## src/rtl/host_cfg_pkg.sv

```systemverilog
// Shared constants and types for the host configuration register file.
package host_cfg_pkg;

    localparam logic [7:0] ADDR_CTRL          = 8'h00;
    localparam logic [7:0] ADDR_ID            = 8'h01;
    localparam logic [7:0] ADDR_PORT_CFG_BASE = 8'h10;
    localparam logic [7:0] ADDR_PKT_CNT_BASE  = 8'h20;

    // Per-port windows are 16 words; the low nibble selects the port.
    localparam int unsigned WINDOW_W = 4;

    localparam int unsigned CTRL_EN_BIT   = 0;
    localparam int unsigned CTRL_LOCK_BIT = 1;
    localparam int unsigned PORT_CFG_W    = 3;

    // Field order gives en at bit0 and prio at bits 2:1, matching the register layout.
    typedef struct packed {
        logic [1:0] prio;
        logic       en;
    } port_cfg_t;

endpackage

```

## src/rtl/host_cfg_rd_pipe.sv

```systemverilog
// Fixed-latency read return pipeline carrying valid, payload and error per slot.
// side_err injects a non-read error into the output stage so it pulses one cycle after its access.
module host_cfg_rd_pipe #(
    parameter int unsigned PAYLOAD_W = 16,
    parameter int unsigned LAT       = 2
) (
    input  logic                 clock,
    input  logic                 reset_n,
    input  logic                 in_valid,
    input  logic [PAYLOAD_W-1:0] in_data,
    input  logic                 in_err,
    input  logic                 side_err,
    output logic                 out_valid,
    output logic [PAYLOAD_W-1:0] out_data,
    output logic                 out_err
);

    logic [LAT-1:0]       vld_q, vld_d;
    logic [LAT-1:0]       err_q, err_d;
    logic [PAYLOAD_W-1:0] dat_q [LAT];
    logic [PAYLOAD_W-1:0] dat_d [LAT];

    // Shift one slot per cycle; invalid slots carry zero data so the output is 0 when idle.
    always_comb begin
        vld_d    = '0;
        err_d    = '0;
        dat_d[0] = '0;
        vld_d[0] = in_valid;
        err_d[0] = in_valid & in_err;
        if (in_valid) begin
            dat_d[0] = in_data;
        end
        for (int i = 1; i < int'(LAT); i++) begin
            vld_d[i] = vld_q[i-1];
            err_d[i] = err_q[i-1];
            dat_d[i] = dat_q[i-1];
        end
        err_d[LAT-1] = err_d[LAT-1] | side_err;
    end

    always_ff @(posedge clock) begin
        if (!reset_n) begin
            vld_q <= '0;
            err_q <= '0;
            for (int i = 0; i < int'(LAT); i++) begin
                dat_q[i] <= '0;
            end
        end else begin
            vld_q <= vld_d;
            err_q <= err_d;
            for (int i = 0; i < int'(LAT); i++) begin
                dat_q[i] <= dat_d[i];
            end
        end
    end

    assign out_valid = vld_q[LAT-1];
    assign out_err   = err_q[LAT-1];
    assign out_data  = dat_q[LAT-1];

endmodule

```

## src/rtl/host_cfg_regfile.sv

```systemverilog
// Host-side config/status register file for the NxN router: CTRL, ID, per-port config and packet counters.
// Optional HOST_CFG_PARITY_EN adds even parity on host write and read data.
module host_cfg_regfile
    import host_cfg_pkg::*;
#(
    parameter int unsigned NUM_PORTS = 16,
    parameter int unsigned ADDR_W    = 16,
    parameter int unsigned DATA_W    = 16,
    parameter int unsigned READ_LAT  = 2,
    parameter logic [15:0] DEV_ID    = 16'h5254
) (
    input  logic                   clock,
    input  logic                   reset_n,
    input  logic                   host_wr_n,
    input  logic                   host_rd_n,
    input  logic [ADDR_W-1:0]      host_addr,
    input  logic [DATA_W-1:0]      host_wdata,
`ifdef HOST_CFG_PARITY_EN
    input  logic                   host_wpar,
    output logic                   host_rpar,
`endif
    output logic [DATA_W-1:0]      host_rdata,
    output logic                   host_rvalid,
    output logic                   host_err,
    input  logic [NUM_PORTS-1:0]   pkt_done,
    output logic                   cfg_glb_en,
    output logic [NUM_PORTS-1:0]   cfg_port_en,
    output logic [2*NUM_PORTS-1:0] cfg_port_prio
);

    localparam int unsigned WIN_HI_W = ADDR_W - WINDOW_W;
`ifdef HOST_CFG_PARITY_EN
    localparam int unsigned PAR_W = 1;
`else
    localparam int unsigned PAR_W = 0;
`endif
    localparam int unsigned PAYLOAD_W = DATA_W + PAR_W;

    logic                 glb_en;
    logic                 lock;
    port_cfg_t            port_cfg [NUM_PORTS];
    logic [DATA_W-1:0]    pkt_cnt  [NUM_PORTS];

    logic                 wr_req, rd_req, collide, wr_ok, rd_ok;
    logic                 wpar_ok;
    logic [WINDOW_W-1:0]  idx;
    logic [WIN_HI_W-1:0]  win;
    logic                 idx_ok;
    logic                 hit_ctrl, hit_id, hit_pcfg, hit_pcnt, hit_any;
    logic                 wr_err;
    logic [DATA_W-1:0]    rd_data_c;
    logic [PAYLOAD_W-1:0] rd_payload;
    logic [PAYLOAD_W-1:0] pipe_data;
    logic                 unused_wdata;

    assign wr_req  = !host_wr_n;
    assign rd_req  = !host_rd_n;
    assign collide = wr_req && rd_req;
    assign wr_ok   = wr_req && !rd_req;
    assign rd_ok   = rd_req && !wr_req;

`ifdef HOST_CFG_PARITY_EN
    assign wpar_ok = (host_wpar == ^host_wdata);
`else
    assign wpar_ok = 1'b1;
`endif

    // Address decode; per-port windows beyond NUM_PORTS fall through as unmapped.
    assign idx      = host_addr[WINDOW_W-1:0];
    assign win      = host_addr[ADDR_W-1:WINDOW_W];
    assign idx_ok   = 32'(idx) < NUM_PORTS;
    assign hit_ctrl = (host_addr == ADDR_W'(ADDR_CTRL));
    assign hit_id   = (host_addr == ADDR_W'(ADDR_ID));
    assign hit_pcfg = (win == WIN_HI_W'(ADDR_PORT_CFG_BASE >> WINDOW_W)) && idx_ok;
    assign hit_pcnt = (win == WIN_HI_W'(ADDR_PKT_CNT_BASE >> WINDOW_W)) && idx_ok;
    assign hit_any  = hit_ctrl || hit_id || hit_pcfg || hit_pcnt;

    assign wr_err = wr_ok && (!wpar_ok || !(hit_ctrl || hit_pcfg) || (hit_pcfg && lock));

    assign unused_wdata = ^host_wdata[DATA_W-1:PORT_CFG_W];

    // Control and per-port config registers; lock is sticky until reset.
    always_ff @(posedge clock) begin
        if (!reset_n) begin
            glb_en <= 1'b0;
            lock   <= 1'b0;
            for (int p = 0; p < int'(NUM_PORTS); p++) begin
                port_cfg[p] <= '0;
            end
        end else if (wr_ok && wpar_ok) begin
            if (hit_ctrl) begin
                glb_en <= host_wdata[CTRL_EN_BIT];
                lock   <= lock | host_wdata[CTRL_LOCK_BIT];
            end
            if (hit_pcfg && !lock) begin
                for (int p = 0; p < int'(NUM_PORTS); p++) begin
                    if (idx == WINDOW_W'(p)) begin
                        port_cfg[p] <= port_cfg_t'(host_wdata[PORT_CFG_W-1:0]);
                    end
                end
            end
        end
    end

    // Saturating packet counters, cleared by a read; a same-cycle pkt_done restarts at 1.
    always_ff @(posedge clock) begin
        if (!reset_n) begin
            for (int p = 0; p < int'(NUM_PORTS); p++) begin
                pkt_cnt[p] <= '0;
            end
        end else begin
            for (int p = 0; p < int'(NUM_PORTS); p++) begin
                if (rd_ok && hit_pcnt && (idx == WINDOW_W'(p))) begin
                    pkt_cnt[p] <= pkt_done[p] ? DATA_W'(1) : '0;
                end else if (pkt_done[p] && (pkt_cnt[p] != '1)) begin
                    pkt_cnt[p] <= pkt_cnt[p] + DATA_W'(1);
                end
            end
        end
    end

    // Read data selection; unmapped addresses return zero.
    always_comb begin
        rd_data_c = '0;
        if (hit_ctrl) begin
            rd_data_c = DATA_W'({lock, glb_en});
        end else if (hit_id) begin
            rd_data_c = DATA_W'(DEV_ID);
        end else if (hit_pcfg || hit_pcnt) begin
            for (int p = 0; p < int'(NUM_PORTS); p++) begin
                if (idx == WINDOW_W'(p)) begin
                    rd_data_c = hit_pcfg ? DATA_W'(port_cfg[p]) : pkt_cnt[p];
                end
            end
        end
    end

`ifdef HOST_CFG_PARITY_EN
    assign rd_payload = {^rd_data_c, rd_data_c};
    assign host_rpar  = pipe_data[DATA_W];
`else
    assign rd_payload = rd_data_c;
`endif

    host_cfg_rd_pipe #(
        .PAYLOAD_W (PAYLOAD_W),
        .LAT       (READ_LAT)
    ) u_rd_pipe (
        .clock     (clock),
        .reset_n   (reset_n),
        .in_valid  (rd_ok),
        .in_data   (rd_payload),
        .in_err    (!hit_any),
        .side_err  (collide || wr_err),
        .out_valid (host_rvalid),
        .out_data  (pipe_data),
        .out_err   (host_err)
    );

    assign host_rdata = pipe_data[DATA_W-1:0];
    assign cfg_glb_en = glb_en;

    always_comb begin
        cfg_port_en   = '0;
        cfg_port_prio = '0;
        for (int p = 0; p < int'(NUM_PORTS); p++) begin
            cfg_port_en[p]       = port_cfg[p].en;
            cfg_port_prio[2*p+:2] = port_cfg[p].prio;
        end
    end

endmodule

```

## config.mk

```make
export PLATFORM = sky130hd
export DESIGN_NAME = host_cfg_regfile
export DESIGN_NICKNAME = d
export VERILOG_FILES = /design/src/rtl/host_cfg_pkg.sv /design/src/rtl/host_cfg_rd_pipe.sv /design/src/rtl/host_cfg_regfile.sv
export SDC_FILE = /design/constraint.sdc
export NUM_CORES = 1
export LEC_CHECK = 0
export CORE_ASPECT_RATIO = 1.2
export CORE_MARGIN = 2
export CORE_UTILIZATION = 55
export DETAILED_ROUTE_END_ITERATION = 8
export GPL_ROUTABILITY_DRIVEN = 1
export PLACE_DENSITY = 0.78
export SLEW_MARGIN = 20
export SYNTH_ARGS = -nofsm -noshare
export SYNTH_HDL_FRONTEND = slang
export SYNTH_SLANG_ARGS = --single-unit
```

## constraint.sdc

```tcl
create_clock -name clock -period 5.41 [get_ports clock]
set_input_delay 1.082 -clock clock [delete_from_list [all_inputs] [get_ports clock]]
set_output_delay 1.082 -clock clock [all_outputs]
set_load 0.05 [all_outputs]
```

Yosys cells after proc, flatten, opt, wreduce, memory -nomap -nowiden. Memories as Yosys holds them, arrays and structs flattened. Index checks and enable logic that the tools add are counted.

Register bits: 6. Latch bits: 0. RAM bits: 336. ROM bits: 0. Output and inout bits: 67. Memories: 3.

Memories: pkt_cnt (words 16, width 16, rd ports 16, clocked after Yosys merged registers in 0, wr ports 16, line host_cfg_regfile.sv:42) `logic [DATA_W-1:0] pkt_cnt [NUM_PORTS];`; port_cfg (words 16, width 3, rd ports 16, clocked after Yosys merged registers in 0, wr ports 16, line host_cfg_regfile.sv:41) `port_cfg_t port_cfg [NUM_PORTS];`; u_rd_pipe.dat_q (words 2, width 16, rd ports 2, clocked after Yosys merged registers in 0, wr ports 2, line host_cfg_rd_pipe.sv:20) `logic [PAYLOAD_W-1:0] dat_q [LAT];`.

Add/sub/neg operators: 16. Multiply operators: 0. Divide/modulo/power cells: 0. Magnitude comparators: 0. Equality and inequality tests: 34. Shift-type cells: 0. Multiplexer cells: 296. Bitwise logic cells: 53. Reduce and logical (&&, ||, !) cells: 54.

Operator list (number): 16-bit 2-to-1 mux (70); 16-bit by 1-bit adder with 16-bit output, second input constant (16); 16-bit != test, second input constant (16); 1-bit 2-to-1 mux (210); 1-bit OR (52); 3-bit 2-to-1 mux (16); 1-bit logical AND (39); 4-bit equality test, second input constant (8); 16-bit by 1-bit equality test with 1-bit output, second input constant (1); 4-bit by 3-bit equality test with 1-bit output, second input constant (4); 16-bit logical NOT (1); 12-bit by 1-bit equality test with 1-bit output, second input constant (1); 12-bit by 2-bit equality test with 1-bit output, second input constant (1); 4-bit by 2-bit equality test with 1-bit output, second input constant (2); 1-bit logical OR (7); 1-bit logical NOT (5); 4-bit by 1-bit equality test with 1-bit output, second input constant (1); 4-bit logical NOT (1); 2-bit AND reduction (1); 1-bit bitwise AND (1).

Logic depth before layout (Yosys ltp). Gate-level depths: netlist of the first run.

Depth in word-level cells: 23. Depth in mapped cells: 10.

Hierarchy. From an unflattened synthesis of the first run, not the netlist that was laid out.

Cells, all modules: 1951. Area, all modules: 19095.8 µm².

Modules (own cells, without submodules): host_cfg_regfile (instances 1, cells each 1875, area each 18102.4 µm², sequential area each 9168.8 µm²); host_cfg_rd_pipe (instances 1, cells each 76, area each 993.5 µm², sequential area each 720.7 µm²).

Worst setup path before layout of the first run. No wires, ideal clock.

Path kind: input-to-reg. Start: input host_addr[11]. End: memory pkt_cnt[8][0], in the netlist pkt_cnt[1][0], enable pin. Data arrival time: 3.020 ns. Path slack: 1.993 ns. Stages: 5. Path through: nor4_4 > nand3_2 > or3_4 > buf_6 > o221ai_1.

RTL lines: from (decl) (line host_cfg_regfile.sv:16) `input logic [ADDR_W-1:0] host_addr,`; to (decl) (line host_cfg_regfile.sv:42).

==> results of run 1 <==
layer usage:
layer  part of all wire  global-route usage
met5                  0                   0
met3              0.096              0.0599
met2               0.48               0.536
met4              0.068               0.190
met1               0.35               0.381
synthesized netlist by cell type, types with 8 or more instances:
cell type | n | share of area
nor2_1 | 340 | 0.067
edfxtp_1 | 304 | 0.48
nand2_1 | 181 | 0.036
xor2_1 | 138 | 0.063
nand3_1 | 133 | 0.035
xnor2_1 | 83 | 0.038
and3_1 | 58 | 0.019
a21oi_1 | 49 | 0.013
nand4_1 | 45 | 0.015
o21ai_0 | 44 | 0.012
dfxtp_1 | 38 | 0.040
clkbuf_1 | 36 | 0.0071
mux2i_1 | 35 | 0.018
buf_2 | 29 | 0.0076
inv_1 | 29 | 0.0057
and2_1 | 25 | 0.0082
nor3_1 | 24 | 0.0063
a22oi_1 | 20 | 0.0079
o22ai_1 | 19 | 0.0062
ha_1 | 16 | 0.010
nor2b_1 | 15 | 0.0049
and4_1 | 14 | 0.0064
a221oi_1 | 12 | 0.0055
a22o_1 | 11 | 0.0051
buf_4 | 11 | 0.0043
a222oi_1 | 10 | 0.0052
nand2b_1 | 9 | 0.0030
o211ai_1 | 8 | 0.0031
layout make-up:
class	count	area (um2)	area share
Clock buffer	52	1090	0.0505
Clock inverter	12	61.3	0.00283
Inverter	29	109	0.00502
Multi-Input combinational cell	1415	8640	0.398
Sequential cell	342	9890	0.456
Tap cell	456	571	0.0263
Timing Repair Buffer	141	1330	0.0614
kinds of logic (layout without fill, tap and decap cells):
kind of cell,count (synthesis),in the layout,synth area share
AO/OA/AOI/OAI,232,232,0.0843
XOR/XNOR,221,221,0.102
adder cells (fa/ha/maj),17,17,0.0110
buffers and inverters,114,234,0.0293
flip-flops,342,342,0.519
multiplexers,48,48,0.0302
AND/OR/NAND/NOR,897,897,0.225
worst paths after layout:
path	end	startpoint
worst max register to register	pkt_cnt[0][60]	pkt_cnt[0][48]
worst min-delay path	u_rd_pipe.dat_q[0][25]	u_rd_pipe.dat_q[0][9]
worst min register to register	u_rd_pipe.dat_q[0][25]	u_rd_pipe.dat_q[0][9]
worst max-delay path	pkt_cnt[1][51]	host_addr[3]
worst max-delay path: cells and delay by family:
kind          cells  cell delay [ns]
simple gates      5             2.09
buf+inv           1             0.82
power by group through the flow:
| stage | registers, mW | clock network, mW | logic, mW |
|---|---|---|---|
| after floorplan | 3.30 | 0 | 0.346 |
| after global placement | 3.31 | 0 | 0.607 |
| after detailed placement | 3.31 | 0 | 0.621 |
| after CTS | 3.26 | 2.45 | 0.625 |
| after global routing | 3.28 | 2.57 | 0.675 |
| final | 3.27 | 2.44 | 0.638 |
state kept, by name (all words and copies together) (netlist names):
name and cells:
pkt_cnt 256, u_rd_pipe.err_q 2, u_rd_pipe.vld_q 2, u_rd_pipe.dat_q 32, lock 1, port_cfg 48
cfg_glb_en 1
stage by stage:
step	total power, mW	cell area [um2]	hold slack (ns)	worst slack, ns	util
2_1_floorplan	3.64	19100	0.412	1.99	-
3_3_place_gp	3.91	20500	0.422	1.10	0.603
3_5_place_dp	3.94	20500	0.425	0.976	0.603
4_1_cts	6.34	21700	0.441	1.54	0.637
5_1_grt	6.53	21700	0.458	1.24	0.637
6_report	6.36	21700	0.438	1.45	0.637
==> results.tsv, run 1 <==
metric	value	unit
powerDensity	293	nW/um2
p_comb_frac	0.100	
hold_buffers	0	
place_hpwl	43100	um
required	5.46	ns
syn_inst	1871	
seq_power_share	0.515	
synth_edf_count	304	
groute.usage.overall	0.318	
finalSetupViolations	0	
final_common_cell	nor2_1	
status	complete, but fails checks	
drc	1	
min_path_type	flip-flop to flip-flop	
vias	15700	
first_pass_iters	9	
holdPathStages	1	
start_util	0.560	
stdcell_count	2447	
finalClockSkew	0.0235	ns
cts_buffer_depth	3	
min_period	3.96	ns
worst_r2r_path_depth	7	
cp_data_arrival_time	4.01	ns
cellLeakagePower	7.70	nW
io_buffers	105	
cts_root_buffer	clkbuf_16	
mostFrequentLayoutCells	340 x nor2_1, 304 x edfxtp_1, 181 x nand2_1	
drv_cap	0	
antenna_cells	0	
io_pins	119	
place_inst	2383	
fin_crit_sh	0.733	
fp.dieW	174	um
antenna_found_initial	0	
ys_ff_latch	342	
post_cts_buffers	0	
seq_area_frac_synth	0.519	
max_freq	0.252	GHz
tightest_slew	1.14	ns
wire_per_inst	23.9	um
maxSlewHeadroom	0.237	
cp-start-kind	primary input	
max-vdd-ir-drop	240	uV
grt_overflow	0	
synthArstFlopShare	0	
violations	design-rule violations	
synth_warnings	0	
synth_cell_types	83	
dr.first_iter.drc_count	2378	
nets	2034	
grt_first_pass_wirelength	88100	um
area_growth	13.8	%
clk_pin_slew_worst_paths	0.06	ns
core.rowCount	74	
rsz0062_at_grt	no	
cts_tree	done	
avgSynthCellArea	10.2	um2
die_area	36200	um2
syn_area	19100	um2
crit_chain	clkdlybuf4s50_1, nor2b_1, and2_1, nand2_1, and3_1, nand3b_1	
setup_tns	0	ns
crit_path_end_kind	flip-flop	
slowest_delay	0.82	ns
synth_flop_cell	edfxtp_1	
maxSlewViolCount	0	
design.core.area	34100	um2
power.internal	4.69	mW
crit_type	primary input to flip-flop	
drive_gt1_frac	0.0698	
synth_nets	1939	
fillers	2773	
r2r_slack	2.64	ns
grt_pass1_vias	15100	
hold_viol	0	
place_congestion	0.992	
cts_num_sinks	342	
clock_power_share	0.385	
viasPerCell	6.43	
cp_slowest_cell	clkdlybuf4s50_1	
chipHeight	208	um
drtAntennaViolNets	0	
swShare	0.262	
grt_max_degree	51	
cts_resized	0	
worst_skew_pair.late_latency	0.54	ns
worstPathMaxFanout	16	
netSwitchingPower	1.67	mW
htree_levels	2	
numCtsBuffers	37	
routed_wl	58400	um
Note: power is estimated with default switching activity, not from simulation.
==> run 2, diff against run 1 <==
clock period = 3.9 ns   (was 5.41 ns; I/O delays follow)
==> run 2 against run 1 <==
Effect of this change: the run now ends clean; clock skew decreased by 0.0027 ns; first-iteration DRC count decreased by 11%; combinational power increased by 43%; flip-flop and latch count unchanged; clock power increased by 44%; die area unchanged; sequential power increased by 39%; sequential share of layout area decreased by 0.70 points; routed wire length about the same; highest routed layer unchanged.
==> results.tsv, run 2 (synthesis results as in run 1) <==
metric	value	unit	change
clock_power_share	0.392		was 0.385
worst_r2r_path_depth	8		was 7
fp.dieW	174	um	unchanged
max_freq	0.288	GHz	
post_cts_buffers	0		unchanged
netSwitchingPower	2.32	mW	was 1.67 mW
design.core.area	34100	um2	unchanged
first_pass_iters	9		unchanged
wire_per_inst	23.5	um	was 23.9 um
maxSlewViolCount	0		unchanged
cts_resized	0		unchanged
cellLeakagePower	7.89	nW	was 7.70 nW
vias	15700		about the same
slowest_delay	0.92	ns	was 0.82 ns
cts_num_sinks	342		unchanged
final_common_cell	nor2_1		unchanged
layout_setup_ws	0.432	ns	was 1.45 ns
cp-start-kind	primary input		unchanged
numCtsBuffers	37		unchanged
antenna_found_initial	1		was 0
fin_crit_sh	0.889		
drv_cap	0		unchanged
grt_first_pass_wirelength	88100	um	about the same
min_period	3.47	ns	
cp_data_arrival_time	3.86	ns	was 4.01 ns
area_growth	15.6	%	was 13.8%
hold_buffers	0		unchanged
crit_chain	clkdlybuf4s50_1, buf_4, buf_4, nor2b_1, buf_4, a32oi_1, nand3_1, a2111oi_0, buf_4, nand3_1, a21oi_1, o22ai_1		was clkdlybuf4s50_1, nor2b_1, and2_1, nand2_1, and3_1, nand3b_1
setup_tns	0	ns	unchanged
core.rowCount	74		unchanged
crit_cells	12		was 6
fillers	2712		was 2,773
groute.usage.overall	0.319		was 0.318
min_path_type	flip-flop to flip-flop		unchanged
largestRegisters	pkt_cnt x256, port_cfg x48, u_rd_pipe.dat_q x32		unchanged
drive_gt1_frac	0.0842		was 0.0698
drtAntennaViolNets	0		unchanged
worstPathMaxFanout	22		was 16
grt_overflow	0		unchanged
dr.first_iter.drc_count	2110		was 2,378
finalClockSkew	0.0208	ns	was 0.0235 ns
r2r_start	pkt_cnt[1][32]		was pkt_cnt[0][48]
cts_root_buffer	clkbuf_16		unchanged
required	4.29	ns	was 5.46 ns
grt_pass1_vias	15000		was 15.1k
nets	2071		was 2,034
finalSetupViolations	0		unchanged
path_delay_family	buffers and inverters		was simple AND/OR/NAND/NOR gates
place_hpwl	44200	um	was 43,100 um
chipHeight	208	um	unchanged
rsz0062_at_grt	no		unchanged
swShare	0.259		was 0.262
cp_slowest_cell	a2111oi_0		was clkdlybuf4s50_1
die_area	36200	um2	unchanged
largest_reg_flops	256		unchanged
max-vdd-ir-drop	336	uV	was 240 uV
preCtsSetupSlack	0.0833	ns	was 0.976 ns
hold_viol	0		unchanged
cts_tree	done		unchanged
place_congestion	1.01		was 0.992
crit_type	primary input to flip-flop		unchanged
start_util	0.560		unchanged
worst_skew_pair.late_latency	0.54	ns	about the same
grt_max_degree	37		was 51
hold_path_startpoint	u_rd_pipe.dat_q[0][14]		was u_rd_pipe.dat_q[0][9]
routed_wl	58500	um	was 58,400 um
maxSlewHeadroom	0.281		was 0.237
holdPathStages	1		unchanged
cp-startpoint	host_addr[2]		was host_addr[3]
largest-register	pkt_cnt		unchanged
power.internal	6.64	mW	was 4.69 mW
crit_path_end_kind	flip-flop		unchanged
htree_levels	2		unchanged
seq_power_share	0.507		was 0.515
p_comb_frac	0.102		was 0.100
mostFrequentLayoutCells	340 x nor2_1, 304 x edfxtp_1, 181 x nand2_1		unchanged
finalHoldWorstSlack	0.434	ns	was 0.438 ns
io_buffers	105		unchanged
clk_pin_slew_worst_paths	0.06	ns	about the same
cts_buffer_depth	3		unchanged
viasPerCell	6.32		was 6.43
cp_num_buf_inv	5		was 1
cp_common_cell	buf_4		
powerDensity	406	nW/um2	was 293 nW/um2
tightest_slew	1.05	ns	was 1.14 ns
drc	0		was 1
io_pins	119		unchanged
status	finished clean		was complete, but fails checks
-- run 2: worst reg2reg max path: cells and delay by family (launching register included) --
kind / cells / cell delay [ns]
adders and majority gates: 1 / 0.24
DFF: 1 / 0.42
AOI/OAI and AO/OA: 2 / 0.51
and+or+nand+nor: 5 / 1.26
-- run 2: per-layer routing --
| layer | global-route usage | share of wire | vias up |
|---|---|---|---|
| li1 | - | - | 7045 |
| met4 | 0.198 | 0.075 | 0 |
| met1 | 0.381 | 0.35 | 7536 |
| met5 | 0 | 0 | - |
| met3 | 0.0514 | 0.091 | 227 |
| met2 | 0.540 | 0.48 | 915 |
-- run 2: final cells by class --
class | count | area, um2 | area share
diodes | 1 | 2.50 | 0.000114
repair buffers | 178 | 1630 | 0.0741
inverters | 29 | 109 | 0.00494
clock buffers | 49 | 1030 | 0.0469
clock inverters | 19 | 164 | 0.00744
flip-flops and latches | 342 | 9890 | 0.449
multi-input cells | 1415 | 8640 | 0.392
well taps | 456 | 571 | 0.0259
-- run 2: worst paths after layout --
path | end | slack, ns
worst max-delay path | u_rd_pipe.dat_q[0][5] | 0.43
worst min register to register | u_rd_pipe.dat_q[0][30] | 0.43
worst max register to register | pkt_cnt[1][41] | 1.21
worst min-delay path | u_rd_pipe.dat_q[0][30] | 0.43
-- run 2: through the flow --
stage,area [um2],cells,util,power [mW]
6_report,22000,2489,0.647,8.95
3_5_place_dp,20800,2420,0.612,5.49
3_3_place_gp,20800,2420,0.612,5.45
5_1_grt,22000,2488,0.647,9.18
2_1_floorplan,19100,1871,-,5.06
4_1_cts,22000,2488,0.647,8.94
-- run 2: power groups by stage --
| stage | Combinational (mW) | Sequential, mW | Clock [mW] |
|---|---|---|---|
| 2_1_floorplan | 0.480 | 4.58 | 0 |
| 3_3_place_gp | 0.869 | 4.59 | 0 |
| 3_5_place_dp | 0.890 | 4.60 | 0 |
| 4_1_cts | 0.897 | 4.52 | 3.52 |
| 5_1_grt | 0.967 | 4.55 | 3.66 |
| 6_report | 0.911 | 4.54 | 3.51 |
==> run 3, diff against run 2 <==
CORE_MARGIN = 1.5   (was 2)
CTS_BUF_LIST = sky130_fd_sc_hd__clkbuf_8 sky130_fd_sc_hd__clkbuf_16   (was not set)
==> run 3 against run 2 <==
Effect of this change: cell area is essentially flat; highest routed layer unchanged; non-clock buffer count shrank 1; first-iteration DRC count shrank 5.4%; utilization is essentially flat; critical path depth shrank 2; power grew 0.96%; fmax grew 8.9%; critical endpoint is now u_rd_pipe.dat_q[0][2]; via count grew 0.41%; critical path type unchanged; count of clock-buffer cells in the layout shrank 8; global-route usage grew 0.76 points; clock power grew 2%.
==> results.tsv, run 3 (synthesis results as in run 1) <==
metric	value	unit	change
status	finished clean		unchanged
worst_r2r_path_depth	7		was 8
cts_num_sinks	342		unchanged
drive_gt1_frac	0.0848		was 0.0842
design.core.area	34100	um2	unchanged
place_inst	2419		was 2,420
drv_cap	0		unchanged
fp.dieW	173	um	was 174 um
netSwitchingPower	2.36	mW	was 2.32 mW
final_common_cell	nor2_1		unchanged
place_congestion	1.02		was 1.01
max_freq	0.314	GHz	was 0.288 GHz
routed_wl	59000	um	was 58,500 um
numCtsBuffers	37		unchanged
setup_tns	0	ns	unchanged
start_util	0.560		unchanged
hold_viol	0		unchanged
crit_type	primary input to flip-flop		unchanged
cp-start-kind	primary input		unchanged
largestRegisters	pkt_cnt x256, port_cfg x48, u_rd_pipe.dat_q x32		unchanged
required	4.39	ns	was 4.29 ns
clk_pin_slew_worst_paths	0.07	ns	was 0.06 ns
viasPerCell	6.35		was 6.32
p_comb_frac	0.101		was 0.102
rsz0062_at_grt	no		unchanged
cp_slowest_cell	clkdlybuf4s50_1		was a2111oi_0
max-vdd-ir-drop	312	uV	was 336 uV
mostFrequentLayoutCells	340 x nor2_1, 304 x edfxtp_1, 181 x nand2_1		unchanged
die_area	35800	um2	was 36,200 um2
nets	2070		was 2,071
timing.rr.end	pkt_cnt[0][103]		was pkt_cnt[1][41]
multiInputGateArea	8640	um2	unchanged
r2r_start	pkt_cnt[0][100]		was pkt_cnt[1][32]
area_growth	15.6	%	about the same
antenna_cells	0		was 1
dr.first_iter.drc_count	1996		was 2,110
finalClockSkew	0.0221	ns	was 0.0208 ns
post_cts_buffers	0		unchanged
maxSlewViolCount	0		unchanged
grt_first_pass_wirelength	88300	um	was 88,100 um
tightest_slew	1.03	ns	was 1.05 ns
grt_pass1_vias	15100		was 15.0k
cts_root_buffer	clkbuf_16		unchanged
maxSlewHeadroom	0.308		was 0.281
stdcell_count	2485		was 2,489
io_pins	119		unchanged
cellLeakagePower	7.95	nW	was 7.89 nW
io_buffers	105		unchanged
r2r_slack	1.26	ns	was 1.21 ns
wire_per_inst	23.7	um	was 23.5 um
first_pass_iters	6		was 9
drc	0		unchanged
htree_levels	2		unchanged
largest_reg_flops	256		unchanged
ff_latch_area	9890	um2	unchanged
hold_buffers	0		unchanged
swShare	0.261		was 0.259
preCtsSetupSlack	0.265	ns	was 0.0833 ns
slowest_delay	0.79	ns	was 0.92 ns
fin_util	0.647		about the same
clock_power_share	0.398		was 0.392
cts_tree	done		unchanged
cp_data_arrival_time	3.67	ns	was 3.86 ns
antenna_found_initial	1		unchanged
crit_path_end_kind	flip-flop		unchanged
worstPathMaxFanout	11		was 22
powerDensity	410	nW/um2	was 406 nW/um2
layout_setup_ws	0.717	ns	was 0.432 ns
grt_max_degree	37		unchanged
groute.usage.overall	0.326		was 0.319
min_path_type	flip-flop to flip-flop		unchanged
fin_crit_sh	0.816		was 0.889
cts_resized	0		unchanged
chipHeight	207	um	was 208 um
core.rowCount	74		unchanged
finalInstanceArea	22100	um2	was 22,000 um2
seq_power_share	0.502		was 0.507
hold_path_startpoint	u_rd_pipe.dat_q[0][13]		was u_rd_pipe.dat_q[0][14]
largest-register	pkt_cnt		unchanged
crit_chain	clkdlybuf4s50_1, buf_4, buf_4, and2b_1, nand2_1, nor3_1, nor3_1, a221oi_1, o31ai_1, o21a_1		was clkdlybuf4s50_1, buf_4, buf_4, nor2b_1, buf_4, a32oi_1, nand3_1, a2111oi_0, buf_4, nand3_1, a21oi_1, o22ai_1
finalSetupViolations	0		unchanged
grt_overflow	0		unchanged
min_period	3.18	ns	was 3.47 ns
vias	15800		was 15.7k
cts_buffer_depth	3		unchanged
place_hpwl	44000	um	was 44,200 um
holdPathStages	1		unchanged
min_to	u_rd_pipe.dat_q[0][29]		was u_rd_pipe.dat_q[0][30]
worst_skew_pair.late_latency	0.55	ns	was 0.54 ns
fillers	2783		was 2,712
power.internal	6.68	mW	was 6.64 mW
placed_area	20800	um2	about the same
drtAntennaViolNets	0		unchanged
[run 3: how the worst max path moves through the flow]
stage | to | startpoint | slack [ns] | depth (start not counted)
detailed placement | pkt_cnt[1][88] | host_addr[11] | 0.26 | 7
global route | u_rd_pipe.dat_q[0][6] | host_addr[3] | 0.57 | 8
CTS | pkt_cnt[0][10] | host_addr[11] | 0.83 | 9
floorplan | pkt_cnt[1][0] | host_addr[11] | 0.78 | 5
global placement | u_rd_pipe.dat_q[0][6] | host_addr[13] | 0.32 | 8
finish | u_rd_pipe.dat_q[0][2] | host_addr[3] | 0.72 | 10
[run 3: stage by stage]
| stage | hold slack [ns] | power (mW) |
|---|---|---|
| floorplan | 0.412 | 5.06 |
| global placement | 0.422 | 5.46 |
| detailed placement | 0.422 | 5.49 |
| CTS | 0.442 | 9.04 |
| global route | 0.459 | 9.27 |
| finish | 0.439 | 9.04 |
[run 3: power by group through the flow]
stage          clock network [mW]  logic [mW]  registers (mW)
2_1_floorplan                   0       0.480            4.58
3_3_place_gp                    0       0.871            4.59
3_5_place_dp                    0       0.891            4.60
4_1_cts                      3.62       0.896            4.52
5_1_grt                      3.75       0.970            4.55
6_report                     3.59       0.910            4.54
[run 3: metal layers]
layer | vias to the layer above | wire length (um) | global-route usage
met5 | - | 0 | 0
met4 | 0 | 4840 | 0.234
met3 | 248 | 5230 | 0.0650
met2 | 928 | 28300 | 0.559
met1 | 7566 | 20600 | 0.369
li1 | 7045 | - | -
[run 3: cell type report]
| cell class | instances | area share |
|---|---|---|
| Multi-Input combinational cell | 1415 | 0.392 |
| Inverter | 29 | 0.00494 |
| Tap cell | 456 | 0.0259 |
| Clock buffer | 41 | 0.0455 |
| Clock inverter | 25 | 0.00982 |
| Sequential cell | 342 | 0.448 |
| Timing Repair Buffer | 177 | 0.0738 |
[run 3: worst max-delay path, delay by kind of cell]
family                 cells  cell delay (ns)
and+or+nand+nor            4             0.96
AOI/OAI and AO/OA          3             0.71
buffers and inverters      3             1.22
